## src/rtl/operand_feeder.sv

```systemverilog
// Operand feeder: buffers up to DEPTH operands, then streams them to one
// edge input of a systolic MAC cell using the waiting/ready/finished
// handshake. An optional SKEW delay after start aligns this row/column
// with its neighbours in the array.
module operand_feeder #(
    parameter int DATA_WIDTH = 32,
    parameter int DEPTH      = 8,
    parameter int SKEW       = 0
) (
    input  logic                         clk,
    input  logic                         rst,
    input  logic                         load_valid,
    input  logic [DATA_WIDTH-1:0]        load_data,
    output logic                         load_ready,
    input  logic                         start,
    output logic [DATA_WIDTH-1:0]        data_out,
    output logic                         out_waiting,
    input  logic                         out_ready,
    output logic                         out_finished,
    output logic                         busy,
    output logic [$clog2(DEPTH+1)-1:0]   count
);

    localparam int CW          = $clog2(DEPTH + 1);
    localparam int AW          = $clog2(DEPTH);
    localparam int SKEW_LAST_I = (SKEW > 0) ? (SKEW - 1) : 0;
    localparam logic [7:0]    SKEW_LAST = 8'(SKEW_LAST_I);
    localparam logic [CW-1:0] DEPTH_C   = CW'(DEPTH);

    typedef enum logic [2:0] {
        ST_IDLE    = 3'd0,
        ST_SKEW    = 3'd1,
        ST_PRESENT = 3'd2,
        ST_FINISH  = 3'd3,
        ST_DRAIN   = 3'd4
    } state_t;

    state_t                 state_r;
    logic [CW-1:0]          count_r;
    logic [AW-1:0]          rd_r;
    logic [7:0]             skew_r;
    logic [DATA_WIDTH-1:0]  buffer_r [DEPTH];

    logic                   load_ready_r;
    logic                   busy_r;
    logic                   out_waiting_r;
    logic                   out_finished_r;
    logic [DATA_WIDTH-1:0]  data_out_r;

    state_t                 state_nxt_s;
    logic [CW-1:0]          count_nxt_s;
    logic [CW-1:0]          count_ld_s;
    logic [AW-1:0]          rd_nxt_s;
    logic [7:0]             skew_nxt_s;
    logic                   load_fire_s;
    logic [DATA_WIDTH-1:0]  present_word_s;

    assign load_ready   = load_ready_r;
    assign busy         = busy_r;
    assign out_waiting  = out_waiting_r;
    assign out_finished = out_finished_r;
    assign data_out     = data_out_r;
    assign count        = count_r;

    // Next-state logic: loads, start decision, skew countdown, handshake progress.
    always_comb begin
        load_fire_s = (state_r == ST_IDLE) && load_valid && load_ready_r;
        count_ld_s  = count_r + CW'(load_fire_s);
        state_nxt_s = state_r;
        count_nxt_s = count_ld_s;
        rd_nxt_s    = rd_r;
        skew_nxt_s  = skew_r;
        case (state_r)
            ST_IDLE: begin
                // A word loaded in the start cycle counts toward the stream.
                if (start && (count_ld_s != {CW{1'b0}})) begin
                    rd_nxt_s   = {AW{1'b0}};
                    skew_nxt_s = 8'd0;
                    if (SKEW > 0) begin
                        state_nxt_s = ST_SKEW;
                    end else begin
                        state_nxt_s = ST_PRESENT;
                    end
                end else begin
                    state_nxt_s = ST_IDLE;
                end
            end
            ST_SKEW: begin
                if (skew_r == SKEW_LAST) begin
                    skew_nxt_s  = 8'd0;
                    state_nxt_s = ST_PRESENT;
                end else begin
                    skew_nxt_s  = skew_r + 8'd1;
                end
            end
            ST_PRESENT: begin
                if (out_waiting_r && out_ready) begin
                    if (CW'(rd_r) == (count_r - CW'(1))) begin
                        state_nxt_s = ST_FINISH;
                    end else begin
                        rd_nxt_s = rd_r + AW'(1);
                    end
                end else begin
                    state_nxt_s = ST_PRESENT;
                end
            end
            ST_FINISH: begin
                if (out_ready) begin
                    state_nxt_s = ST_DRAIN;
                end else begin
                    state_nxt_s = ST_FINISH;
                end
            end
            ST_DRAIN: begin
                // One release cycle, then the buffer is considered empty.
                state_nxt_s = ST_IDLE;
                count_nxt_s = {CW{1'b0}};
                rd_nxt_s    = {AW{1'b0}};
            end
            default: begin
                state_nxt_s = ST_IDLE;
                count_nxt_s = {CW{1'b0}};
                rd_nxt_s    = {AW{1'b0}};
                skew_nxt_s  = 8'd0;
            end
        endcase
    end

    // Word to present next; bypasses the buffer when it is being written this cycle.
    always_comb begin
        if (load_fire_s && (CW'(rd_nxt_s) == count_r)) begin
            present_word_s = load_data;
        end else begin
            present_word_s = buffer_r[rd_nxt_s];
        end
    end

    // Operand storage; contents are meaningful only below count.
    always_ff @(posedge clk) begin
        if (rst && load_fire_s) begin
            buffer_r[AW'(count_r)] <= load_data;
        end
    end

    // FSM state and registered outputs, derived from the next state.
    always_ff @(posedge clk) begin
        if (!rst) begin
            state_r        <= ST_IDLE;
            count_r        <= {CW{1'b0}};
            rd_r           <= {AW{1'b0}};
            skew_r         <= 8'd0;
            load_ready_r   <= 1'b0;
            busy_r         <= 1'b0;
            out_waiting_r  <= 1'b0;
            out_finished_r <= 1'b0;
            data_out_r     <= {DATA_WIDTH{1'b0}};
        end else begin
            state_r        <= state_nxt_s;
            count_r        <= count_nxt_s;
            rd_r           <= rd_nxt_s;
            skew_r         <= skew_nxt_s;
            load_ready_r   <= (state_nxt_s == ST_IDLE) && (count_nxt_s < DEPTH_C);
            busy_r         <= (state_nxt_s != ST_IDLE);
            out_waiting_r  <= (state_nxt_s == ST_PRESENT) || (state_nxt_s == ST_DRAIN);
            out_finished_r <= (state_nxt_s == ST_FINISH);
            data_out_r     <= (state_nxt_s == ST_PRESENT) ? present_word_s
                                                          : {DATA_WIDTH{1'b0}};
        end
    end

endmodule

```

## config.mk

```make
export PLATFORM = sky130hd
export DESIGN_NAME = operand_feeder
export DESIGN_NICKNAME = d
export VERILOG_FILES = /design/src/rtl/operand_feeder.sv
export SDC_FILE = /design/constraint.sdc
export NUM_CORES = 1
export LEC_CHECK = 0
export ABC_AREA = 1
export CAP_MARGIN = 20
export CELL_PAD_IN_SITES_DETAIL_PLACEMENT = 1
export CELL_PAD_IN_SITES_GLOBAL_PLACEMENT = 1
export CORE_MARGIN = 3
export CORE_UTILIZATION = 51
export DETAILED_ROUTE_END_ITERATION = 6
export PLACE_DENSITY_LB_ADDON = 0.3
export SYNTH_ARGS = -nofsm -noshare
export SYNTH_HDL_FRONTEND = slang
export SYNTH_SLANG_ARGS = --single-unit
```

## constraint.sdc

```tcl
create_clock -name clk -period 10.5 [get_ports clk]
set_input_delay 1.575 -clock clk [delete_from_list [all_inputs] [get_ports clk]]
set_output_delay 1.575 -clock clk [all_outputs]
set_load 0.05 [all_outputs]
```

==> results of run 1 <==
## critical path, stage by stage
cell             delay (ns)
clkdlybuf4s50_1        0.45
nand3_1                0.12
inv_1                  0.10
ha_1                   0.20
ha_1                   0.25
inv_1                  0.07
nand2_1                0.05
nor2_1                 0.11
nand2_1                0.09
nand2_1                0.10
nand2_1                0.09
nand2_1                0.14
nand2_4                0.38
nand2_4                0.86
nand2_1                0.13
nand2_1                0.14
nor2_2                 0.07
nand2_2                0.05
buf_4                  0.59
nand2_1                0.14
nor2_1                 0.15
nor2_1                 0.08
## metrics by stage
step	hold WS, ns	utilization	cell area, um^2	instances	worst slack [ns]
2_1_floorplan	0.458	-	13500	1336	5.80
3_3_place_gp	0.471	0.568	14600	1693	4.75
3_5_place_dp	0.484	0.568	14600	1693	4.46
4_1_cts	0.493	0.608	15600	1752	4.90
5_1_grt	0.513	0.608	15600	1752	4.46
6_report	0.486	0.608	15600	1752	4.86
## kinds of logic after synthesis
| group | Yosys count | synth area share |
|---|---|---|
| xor gates and xnor gates | 1 | 0.00120 |
| DFF | 310 | 0.649 |
| and+or+nand+nor | 670 | 0.231 |
| adders and majority gates | 6 | 0.00555 |
| buffers and inverters | 268 | 0.0820 |
| AOI/OAI and AO/OA | 81 | 0.0319 |
## worst max path at each step
stage / start / to / slack (ns) / cells after the start
2_1_floorplan: rst / buffer_r[5][0]$_DFFE_PP_ / 5.80 / 4
3_3_place_gp: load_valid / data_out[12]$_SDFF_PN0_ / 4.75 / 22
3_5_place_dp: load_valid / data_out[16]$_SDFF_PN0_ / 4.46 / 22
4_1_cts: load_valid / data_out[16]$_SDFF_PN0_ / 4.90 / 22
5_1_grt: load_valid / data_out[11]$_SDFF_PN0_ / 4.46 / 21
6_report: load_valid / data_out[16]$_SDFF_PN0_ / 4.86 / 22
## cell type report
type                            count  share of cell area
Timing Repair Buffer               94              0.0575
Clock buffer                       47              0.0617
Multi-Input combinational cell    758               0.239
Sequential cell                   310               0.563
Clock inverter                     12             0.00394
Inverter                          201              0.0484
Tap cell                          330              0.0265
## Yosys cell counts, types with 9 or more instances
cell type  instances
nor2_1            92
edfxtp_1         256
a21oi_1           37
nand3_1          146
o21ai_1           22
o21ai_0           15
buf_4              9
buf_2             31
dfxtp_1           54
clkbuf_1          21
inv_1            196
nand3b_1          95
nand2_1          310
nor3_1            10
## power by group through the flow
| stage | Clock (W) | Sequential, W | Combinational [W] |
|---|---|---|---|
| finish | 0.00111 | 0.00137 | 0.000300 |
| global route | 0.00118 | 0.00138 | 0.000325 |
| CTS | 0.00113 | 0.00137 | 0.000300 |
| detailed placement | 0 | 0.00140 | 0.000296 |
| global placement | 0 | 0.00140 | 0.000281 |
| floorplan | 0 | 0.00146 | 0.000124 |
## registers in the layout, summed over array words and instances (netlist names)
register and cells:
skew_r 8, data_out 32, out_waiting 1, count 4, out_finished 1, state_r 3, load_ready 1, busy 1
buffer_r 256, rd_r 3
## layer usage
layer,track usage,vias to the layer above,part of all wire
met5,0,-,0
met4,0.0943,0,0.032
met3,0.0367,85,0.047
met2,0.474,260,0.52
met1,0.314,4928,0.40
li1,-,4521,-
==> results by group, run 1 <==
Synth
  – Sequential cell area fraction in the yosys report: 0.649
  – Yosys warning count: 0
  – Ys async rst share: 0
  – Post-Syn Area: 13500 um^2
  – FF+latch count, synth: 310
  – Yosys top cell area share: 0.569
  – Post-synth top area cell: edfxtp_1
  – Area contributors post-synth: edfxtp_1 57%, nand2_1 8.6%, dfxtp_1 8.0%, inv_1 5.4%, nand3_1 5.4%
  – Post-Syn Nets: 1379
  – Post-Synthesis Cells: 1336
  – Post-synth EDFFs: 256
  – Synth Area per Inst: 10.1 um^2
  – Unique masters post-synth: 32
  – Predominant post-synthesis flop cell: edfxtp_1

Clock tree
  – CTS Buf Count: 34
  – CTS resizes: 0
  – CTS tree: yes
  – Clock-pin slew on the worst setup and hold paths: 0.06 ns
  – CTS H-tree lvls: 2
  – CTS Buffer Depth: 3
  – Post CTS Setup Buffer Count: 0
  – # hold bufs at CTS: 0
  – Worst skew pair latency: 0.51 ns
  – Root buf cell: clkbuf_16
  – Clock sink total: 310

Worst hold path
  – Hold endpoint: skew_r[1]$_SDFFE_PN0P_
  – Worst hold stages: 2
  – Hold Path Class: reg -> reg
  – Hold Path Origin: skew_r[1]$_SDFFE_PN0P_

Power and ir drop
  – Pint: 0.00209 W
  – VDD IR max: 0.143 mV
  – Pwr/cell area: 179 nW/um^2
  – Post-route total power: around 0.0028 W
  – Logic pwr share: 0.108
  – Sequential power share: 0.494
  – Switching Share: 0.250
  – P_leak: 6.21 nW
  – Clock share of power: 0.399
  – Net switching power: 0.000696 W

Critical path
  – Required @ worst endpoint: approximately 11 ns
  – Crit Path Class: in -> reg
  – CP Launch Type: input pin
  – CP max FO: between 70 and 80
  – Critical Path AT: 6.04 ns
  – Worst Setup End Kind: register
  – Worst reg-to-reg setup slack: 5.44 ns
  – R2r startpoint: state_r[2]$_SDFF_PN0_
  – FF-to-FF path depth: 24
  – RR Endpoint: data_out[16]$_SDFF_PN0_

Floorplan
  – Die span in y: 169 um
  – Die W: 169 um
  – Die ar.: ~28000 um^2
  – Core Area: 25600 um^2
  – Initial core utilization: 0.528
  – Rows: slightly below 60
  – Top Ports: 77

Place
  – HPWL after detailed placement: about 20000 um
  – Final Wtd Congestion: approximately 0.80
  – Port bufs: 76

Timing
  – Final Hold Fails: 0
  – RSZ-0062 raised after global routing: false
  – Skew final: about 0.011 ns
  – Tcrit/Tclk final: 0.537
  – Slew Viols, Final: 0
  – Setup TNS: 0 ns
  – Slew HR: 0.395
  – Finish-stage setup viols: 0
  – Minimum clock period: 5.64 ns
  – Worst-Margin Slew: around 0.91 ns
  – Fmax achieved: between 0.15 and 0.2 GHz

Cells and area
  – Share of layout cells above drive strength 1: 0.0619
  – Fin nets: 1442
  – Commonest non-fill, non-tap cell in the layout: nand2_1
  – # fillers: ~2800
  – Diodes inserted: 0
  – Highest-count cells in the layout ignoring fill and taps: 309 x nand2_1, 256 x edfxtp_1, 196 x inv_1, 146 x nand3_1, 95 x nand3b_1
  – Synthesis-to-finish area growth: 15.2%
  – Multi-input logic area: between 3000 and 4000 um^2
  – Seq. cell area: 8770 um^2

Outcome
  – Status: finished clean

Detailed routing
  – DRC: 0
  – Starting DRT DRC Count: between 700 and 800
  – Via count: between 9000 and 10000
  – Drt wl/cell: 20.8 um
  – Via density per instance: about 5.6
  – Detailed Routing Iterations Pass 1: 5
  – Drt total wl: ~36000 um
  – DRT antenna net count: 0

Global route
  – Number of global-route vias before repair: 10800
  – Tot GR Track Use: 0.260
  – Grt ovf: 0
  – First-pass GRT wire length: 58000 um
  – Largest net degree at the start of global routing: 80
  – Initial antenna violation count: 0

Job
  – Max-cap viol count: 0
(Power assumes the default switching activity.)
==> inputs of run 2 (changes only) <==
--- a/config.mk
+++ b/config.mk
@@ -10,7 +10,7 @@
 export CELL_PAD_IN_SITES_DETAIL_PLACEMENT = 1
 export CELL_PAD_IN_SITES_GLOBAL_PLACEMENT = 1
 export CORE_MARGIN = 3
-export CORE_UTILIZATION = 51
+export CORE_UTILIZATION = 47
 export DETAILED_ROUTE_END_ITERATION = 6
 export PLACE_DENSITY_LB_ADDON = 0.3
 export SYNTH_ARGS = -nofsm -noshare
==> constraint.sdc (replaced) <==
create_clock -name clk -period 5.3 [get_ports clk]
set_input_delay 0.795 -clock clk [delete_from_list [all_inputs] [get_ports clk]]
set_output_delay 0.795 -clock clk [all_outputs]
set_load 0.05 [all_outputs]
==> run 2 against run 1 <==
Power rose by 100%. Global-route usage fell by 2.8 points. First-iteration DRC count rose by 7.3%. Largest cell class unchanged. Highest routed layer unchanged.
==> results by group, run 2 (synthesized netlist as in run 1, its figures left out) <==
Detailed routing
  – Detailed Routing Iterations Pass 1: 5
  – Drt wl/cell: 19.8 um
  – DRC: 0
  – Via density per instance: 5.36
  – Starting DRT DRC Count: 804
  – Via count: 9707
  – Drt total wl: 35800 um
  – DRT antenna net count: 0

Cells and area
  – Commonest non-fill, non-tap cell in the layout: nand2_1
  – Fin nets: 1449
  – Share of layout cells above drive strength 1: 0.0670
  – Synthesis-to-finish area growth: 16.5%
  – Final core utilization: 0.561
  – Finished Cell Area: 15800 um^2
  – Highest-count cells in the layout ignoring fill and taps: 309 x nand2_1, 256 x edfxtp_1, 196 x inv_1, 146 x nand3_1, 95 x nand3b_1
  – Diodes inserted: 0
  – Max reg flops: 256
  – Biggest register: buffer_r

Global route
  – First-pass GRT wire length: 56300 um
  – Largest net degree at the start of global routing: 98
  – Grt ovf: 0
  – Number of global-route vias before repair: between 10000 and 15000
  – Initial antenna violation count: 0
  – Tot GR Track Use: 0.232

Floorplan
  – Initial core utilization: 0.481
  – Die span in y: about 180 um
  – Core Area: approximately 28000 um^2
  – Die ar.: 30800 um^2
  – Top Ports: 77
  – Die W: 176 um
  – Rows: 61

Place
  – Final Wtd Congestion: between 0.7 and 0.8
  – Placed instance area: 14700 um^2
  – HPWL after detailed placement: 19800 um
  – Port bufs: 76

Critical path
  – Slowest-stage cell, CP: buf_4
  – Crit Path Class: reg -> reg
  – Required @ worst endpoint: 5.74 ns
  – Critical Path AT: 4.82 ns
  – Worst Setup End Kind: register
  – Slowest Stage Delay on Critical Path: 0.73 ns
  – CP Launch Type: register
  – Crit path top cell by count: nand2_1
  – CP max FO: 83

Outcome
  – Status: finished clean

Power and ir drop
  – P_leak: 6.28 nW
  – VDD IR max: approximately 0.22 mV
  – Pwr/cell area: 355 nW/um^2
  – Post-route total power: ~0.0056 W

Clock tree
  – Clock sink total: 310
  – Post CTS Setup Buffer Count: 0
  – CTS resizes: 0
  – CTS Buffer Depth: 3
  – CTS tree: yes
  – Clock-pin slew on the worst setup and hold paths: approximately 0.060 ns
  – CTS H-tree lvls: 2
  – # hold bufs at CTS: 0
  – Worst skew pair latency: 0.52 ns
  – CTS Buf Count: 35
  – Root buf cell: clkbuf_16

Timing
  – RSZ-0062 raised after global routing: false
  – Tcrit/Tclk final: 0.826
  – Final Hold Fails: 0
  – Skew final: around 0.019 ns
  – Worst-Margin Slew: 0.959 ns
  – Finish-stage setup viols: 0
  – Minimum clock period: 4.38 ns
  – Slew Viols, Final: 0
  – Fmax achieved: 0.228 GHz
  – Setup TNS: 0 ns
  – Slew HR: 0.358

Job
  – Max-cap viol count: 0

Worst hold path
  – Hold Path Class: reg -> reg
## run 2: changes by cell type in the layout (fill, tap and decap cells not counted), sizes merged
| cell | change |
|---|---|
| bufinv | +1 |
| clkinv | +4 |
| clkbuf | +2 |
| clkinvlp | -2 |
| buf | +6 |
## run 2: cell type report
class	count	area, um^2
clock buffers	49	960
inverters	201	754
fillers	3119	12300
well taps	378	473
flip-flops and latches	310	8770
clock inverters	15	109
multi-input cells	758	3720
repair buffers	100	966
## run 2: worst paths after layout
| path | from | end | slack [ns] | cells after the start |
|---|---|---|---|---|
| hold / removal | skew_r[1]$_SDFFE_PN0P_ | skew_r[1]$_SDFFE_PN0P_ | 0.48 | 2 |
| setup reg to reg | state_r[2]$_SDFF_PN0_ | data_out[23]$_SDFF_PN0_ | 0.92 | 25 |
| hold reg to reg | skew_r[1]$_SDFFE_PN0P_ | skew_r[1]$_SDFFE_PN0P_ | 0.48 | 2 |
| setup / recovery | state_r[2]$_SDFF_PN0_ | data_out[23]$_SDFF_PN0_ | 0.92 | 25 |
## run 2: per-stage QoR
stage	hold WS (ns)	std cells	setup WS, ns
3_3_place_gp	0.470	1746	0.835
6_report	0.480	1811	0.922
3_5_place_dp	0.476	1746	0.625
5_1_grt	0.525	1811	0.509
4_1_cts	0.485	1810	0.967
2_1_floorplan	0.458	1336	1.38
## run 2: power by group
| group | internal [W] | switching (W) | total [W] |
|---|---|---|---|
| combinational | 0.000179 | 0.000414 | 0.000593 |
| clock | 0.00132 | 0.000959 | 0.00228 |
| sequential | 0.00269 | 0.0000260 | 0.00272 |
## run 2: critical path: cells and delay by family, from the launching register on
family	cells	cell delay [ns]
compound gates	1	0.19
buf+inv	6	1.42
fa+ha+maj	2	0.40
simple gates	16	1.89
flops	1	0.36
## run 2: metal layers
layer  vias to the layer above  GRT usage  share of wire
li1                       4542          -              -
met1                      4882      0.287           0.41
met2                       241      0.424           0.52
met3                        42     0.0352          0.050
met4                         0     0.0614          0.017
met5                         -          0              0
==> inputs of run 3 (changes only) <==
--- a/config.mk
+++ b/config.mk
@@ -10,7 +10,7 @@
 export CELL_PAD_IN_SITES_DETAIL_PLACEMENT = 1
 export CELL_PAD_IN_SITES_GLOBAL_PLACEMENT = 1
 export CORE_MARGIN = 3
-export CORE_UTILIZATION = 47
+export CORE_UTILIZATION = 43
 export DETAILED_ROUTE_END_ITERATION = 6
 export PLACE_DENSITY_LB_ADDON = 0.3
 export SYNTH_ARGS = -nofsm -noshare
==> constraint.sdc (replaced) <==
create_clock -name clk -period 3.7 [get_ports clk]
set_input_delay 0.555 -clock clk [delete_from_list [all_inputs] [get_ports clk]]
set_output_delay 0.555 -clock clk [all_outputs]
set_load 0.05 [all_outputs]
==> run 3 against run 2 <==
Die area increased by 9.0%. Utilization decreased by 3.4 points. Non-clock buffer count increased by 10. Register-to-register slack got worse by 0.59 ns. Flip-flop and latch count unchanged. Via count decreased by 0.44%.
==> results by group, run 3 (synthesized netlist as in run 1, its figures left out) <==
Outcome
  – Status: finished clean

Critical path
  – Crit Path Class: reg -> reg
  – Worst reg-to-reg setup slack: 0.33 ns
  – FF-to-FF path depth: 25
  – CP Launch Type: register
  – R2r startpoint: state_r[2]$_SDFF_PN0_
  – CP max FO: 60
  – Buf+Inv Stages, Crit Path: 4
  – Critical Path AT: 3.78 ns
  – CP top delay family: simple AND/OR/NAND/NOR gates
  – Slowest Stage Delay on Critical Path: between 0.3 and 0.4 ns
  – Required @ worst endpoint: 4.11 ns
  – Slowest-stage cell, CP: dfxtp_1
  – Crit path top cell by count: nand2_1
  – RR Endpoint: data_out[24]$_SDFF_PN0_
  – Worst Setup End Kind: register

Power and ir drop
  – VDD IR max: between 0.3 and 0.4 mV
  – P_leak: 6.45 nW
  – Pwr/cell area: 516 nW/um^2

Timing
  – Skew final: 0.0207 ns
  – WHS: 0.483 ns
  – Final WS setup: roughly 0.33 ns
  – RSZ-0062 raised after global routing: false
  – Worst-Margin Slew: 0.561 ns
  – Fmax achieved: 0.297 GHz
  – Slew Viols, Final: 0
  – Finish-stage setup viols: 0
  – Slew HR: 0.623
  – Tcrit/Tclk final: 0.911
  – Final Hold Fails: 0
  – Minimum clock period: 3.37 ns

Detailed routing
  – Routed met2 length: 18200 um
  – Starting DRT DRC Count: 472
  – Via count: 9664
  – Via density per instance: 5.25
  – Drt total wl: 35400 um
  – Max Used Layer: met4
  – Drt wl/cell: 19.2 um
  – DRC: 0
  – WL met3: ~1400 um
  – Detailed Routing Iterations Pass 1: 5
  – WL met1: 14700 um
  – DRT antenna net count: 0

Cells and area
  – Commonest non-fill, non-tap cell in the layout: nand2_1
  – Multi-input logic area: 3730 um^2
  – Diodes inserted: 0
  – Synthesis-to-finish area growth: 19.8%
  – Final core utilization: 0.526
  – Biggest register: buffer_r
  – Fin nets: 1460
  – # fillers: 3363
  – Highest-count cells in the layout ignoring fill and taps: 309 x nand2_1, 256 x edfxtp_1, 196 x inv_1, 146 x nand3_1, 95 x nand3b_1
  – Max reg flops: 256
  – Share of layout cells above drive strength 1: 0.0803
  – Seq. cell area: 8770 um^2

Clock tree
  – Clock sink total: 310
  – CTS H-tree lvls: 2
  – Root buf cell: clkbuf_16
  – # hold bufs at CTS: 0
  – CTS tree: yes
  – Post CTS Setup Buffer Count: 0
  – Clock-pin slew on the worst setup and hold paths: 0.06 ns
  – CTS Buf Count: 36
  – Worst skew pair latency: 0.52 ns
  – CTS Buffer Depth: 3

Worst hold path
  – Hold Path Origin: skew_r[1]$_SDFFE_PN0P_
  – Worst hold stages: 2
  – Hold Path Class: reg -> reg
  – Hold endpoint: skew_r[1]$_SDFFE_PN0P_

Floorplan
  – Die W: ~180 um
  – Initial core utilization: 0.440
  – Top Ports: 77
  – Die span in y: 183 um
  – Rows: 64
  – Die ar.: 33600 um^2
  – Core Area: 30700 um^2

Place
  – Final Wtd Congestion: 0.780
  – Port bufs: 76
  – Place WS: 0.145 ns
  – HPWL after detailed placement: 20200 um

Global route
  – First-pass GRT wire length: between 50000 and 60000 um
  – Tot GR Track Use: 0.215
  – Number of global-route vias before repair: 10600
  – Largest net degree at the start of global routing: 69
  – Initial antenna violation count: 0
  – Grt ovf: 0

Job
  – Max-cap viol count: 0
run 3: cell types whose count changed in the layout (fill, tap and decap cells not counted), moves of 2 or more:
cell | before | now
buf_12 | 2 | 16
buf_4 | 22 | 17
bufinv_16 | 1 | 3
clkbuf_1 | 12 | 4
clkbuf_16 | 36 | 38
clkbuf_8 | 1 | 5
clkinvlp_4 | 0 | 3
nor3_2 | 4 | 2
nor3_4 | 0 | 2
run 3: area by class of cell:
cell class / instances / area share
well taps: 396 / 0.0306
inverters: 201 / 0.0466
multi-input cells: 758 / 0.231
flip-flops and latches: 310 / 0.542
clock inverters: 19 / 0.0112
clock buffers: 47 / 0.0639
repair buffers: 110 / 0.0754
run 3: metrics by stage:
step / setup TNS, ns / power, W / cells / cell area [um^2]
2_1_floorplan: -4.36 / 0.00449 / 1336 / 13500
3_3_place_gp: 0 / 0.00482 / 1775 / 15000
3_5_place_dp: 0 / 0.00484 / 1775 / 15000
4_1_cts: 0 / 0.00844 / 1841 / 16200
5_1_grt: 0 / 0.00868 / 1841 / 16200
6_report: 0 / 0.00835 / 1841 / 16200
run 3: how the worst max path moves through the flow:
| stage | from | endpoint | slack, ns | cells after the start |
|---|---|---|---|---|
| after floorplan | state_r[2]$_SDFF_PN0_ | buffer_r[5][0]$_DFFE_PP_ | -0.07 | 7 |
| after global placement | load_valid | data_out[23]$_SDFF_PN0_ | 0.33 | 19 |
| after detailed placement | load_valid | data_out[24]$_SDFF_PN0_ | 0.14 | 22 |
| after CTS | state_r[2]$_SDFF_PN0_ | data_out[24]$_SDFF_PN0_ | 0.19 | 23 |
| after global routing | state_r[2]$_SDFF_PN0_ | data_out[30]$_SDFF_PN0_ | 0.02 | 25 |
| final | state_r[2]$_SDFF_PN0_ | data_out[24]$_SDFF_PN0_ | 0.33 | 25 |
run 3: power breakdown:
group | leakage, nW | switching, W | internal (W)
registers | 2.74 | 0.0000283 | 0.00386
logic | 3.11 | 0.000599 | 0.000280
clock network | 0.592 | 0.00140 | 0.00218
total | 6.45 | 0.00203 | 0.00632
run 3: per-layer routing:
layer / GRT usage / vias up
li1: - / 4568
met2: 0.397 / 205
met5: 0 / -
met3: 0.0286 / 81
met1: 0.260 / 4810
met4: 0.0683 / 0
run 3: what timing repair did:
item,in CTS,in global routing
gates resized for setup,0,2
setup endpoints to repair,0,19
endpoints found under the hold margin,0,0
run 3: worst reg2reg max path: stages (launching register included):
cell and delay (ns):
dfxtp_1 0.36, inv_2 0.10, nand2_1 0.12, nor2_2 0.22, nand3_1 0.16, inv_1 0.09, ha_1 0.20, ha_1 0.20
inv_1 0.05, nand2_1 0.07, nand2_1 0.08, nor2_1 0.08, nand2_1 0.07, nand2_1 0.09, nand2_1 0.08, nand2_1 0.11
nand2_4 0.09, nand2_4 0.13, buf_12 0.27, nand2_1 0.18, nand3_1 0.10, nand2_1 0.06, nand2_1 0.07, nand2_1 0.07
nor2_1 0.15, nor2_1 0.08
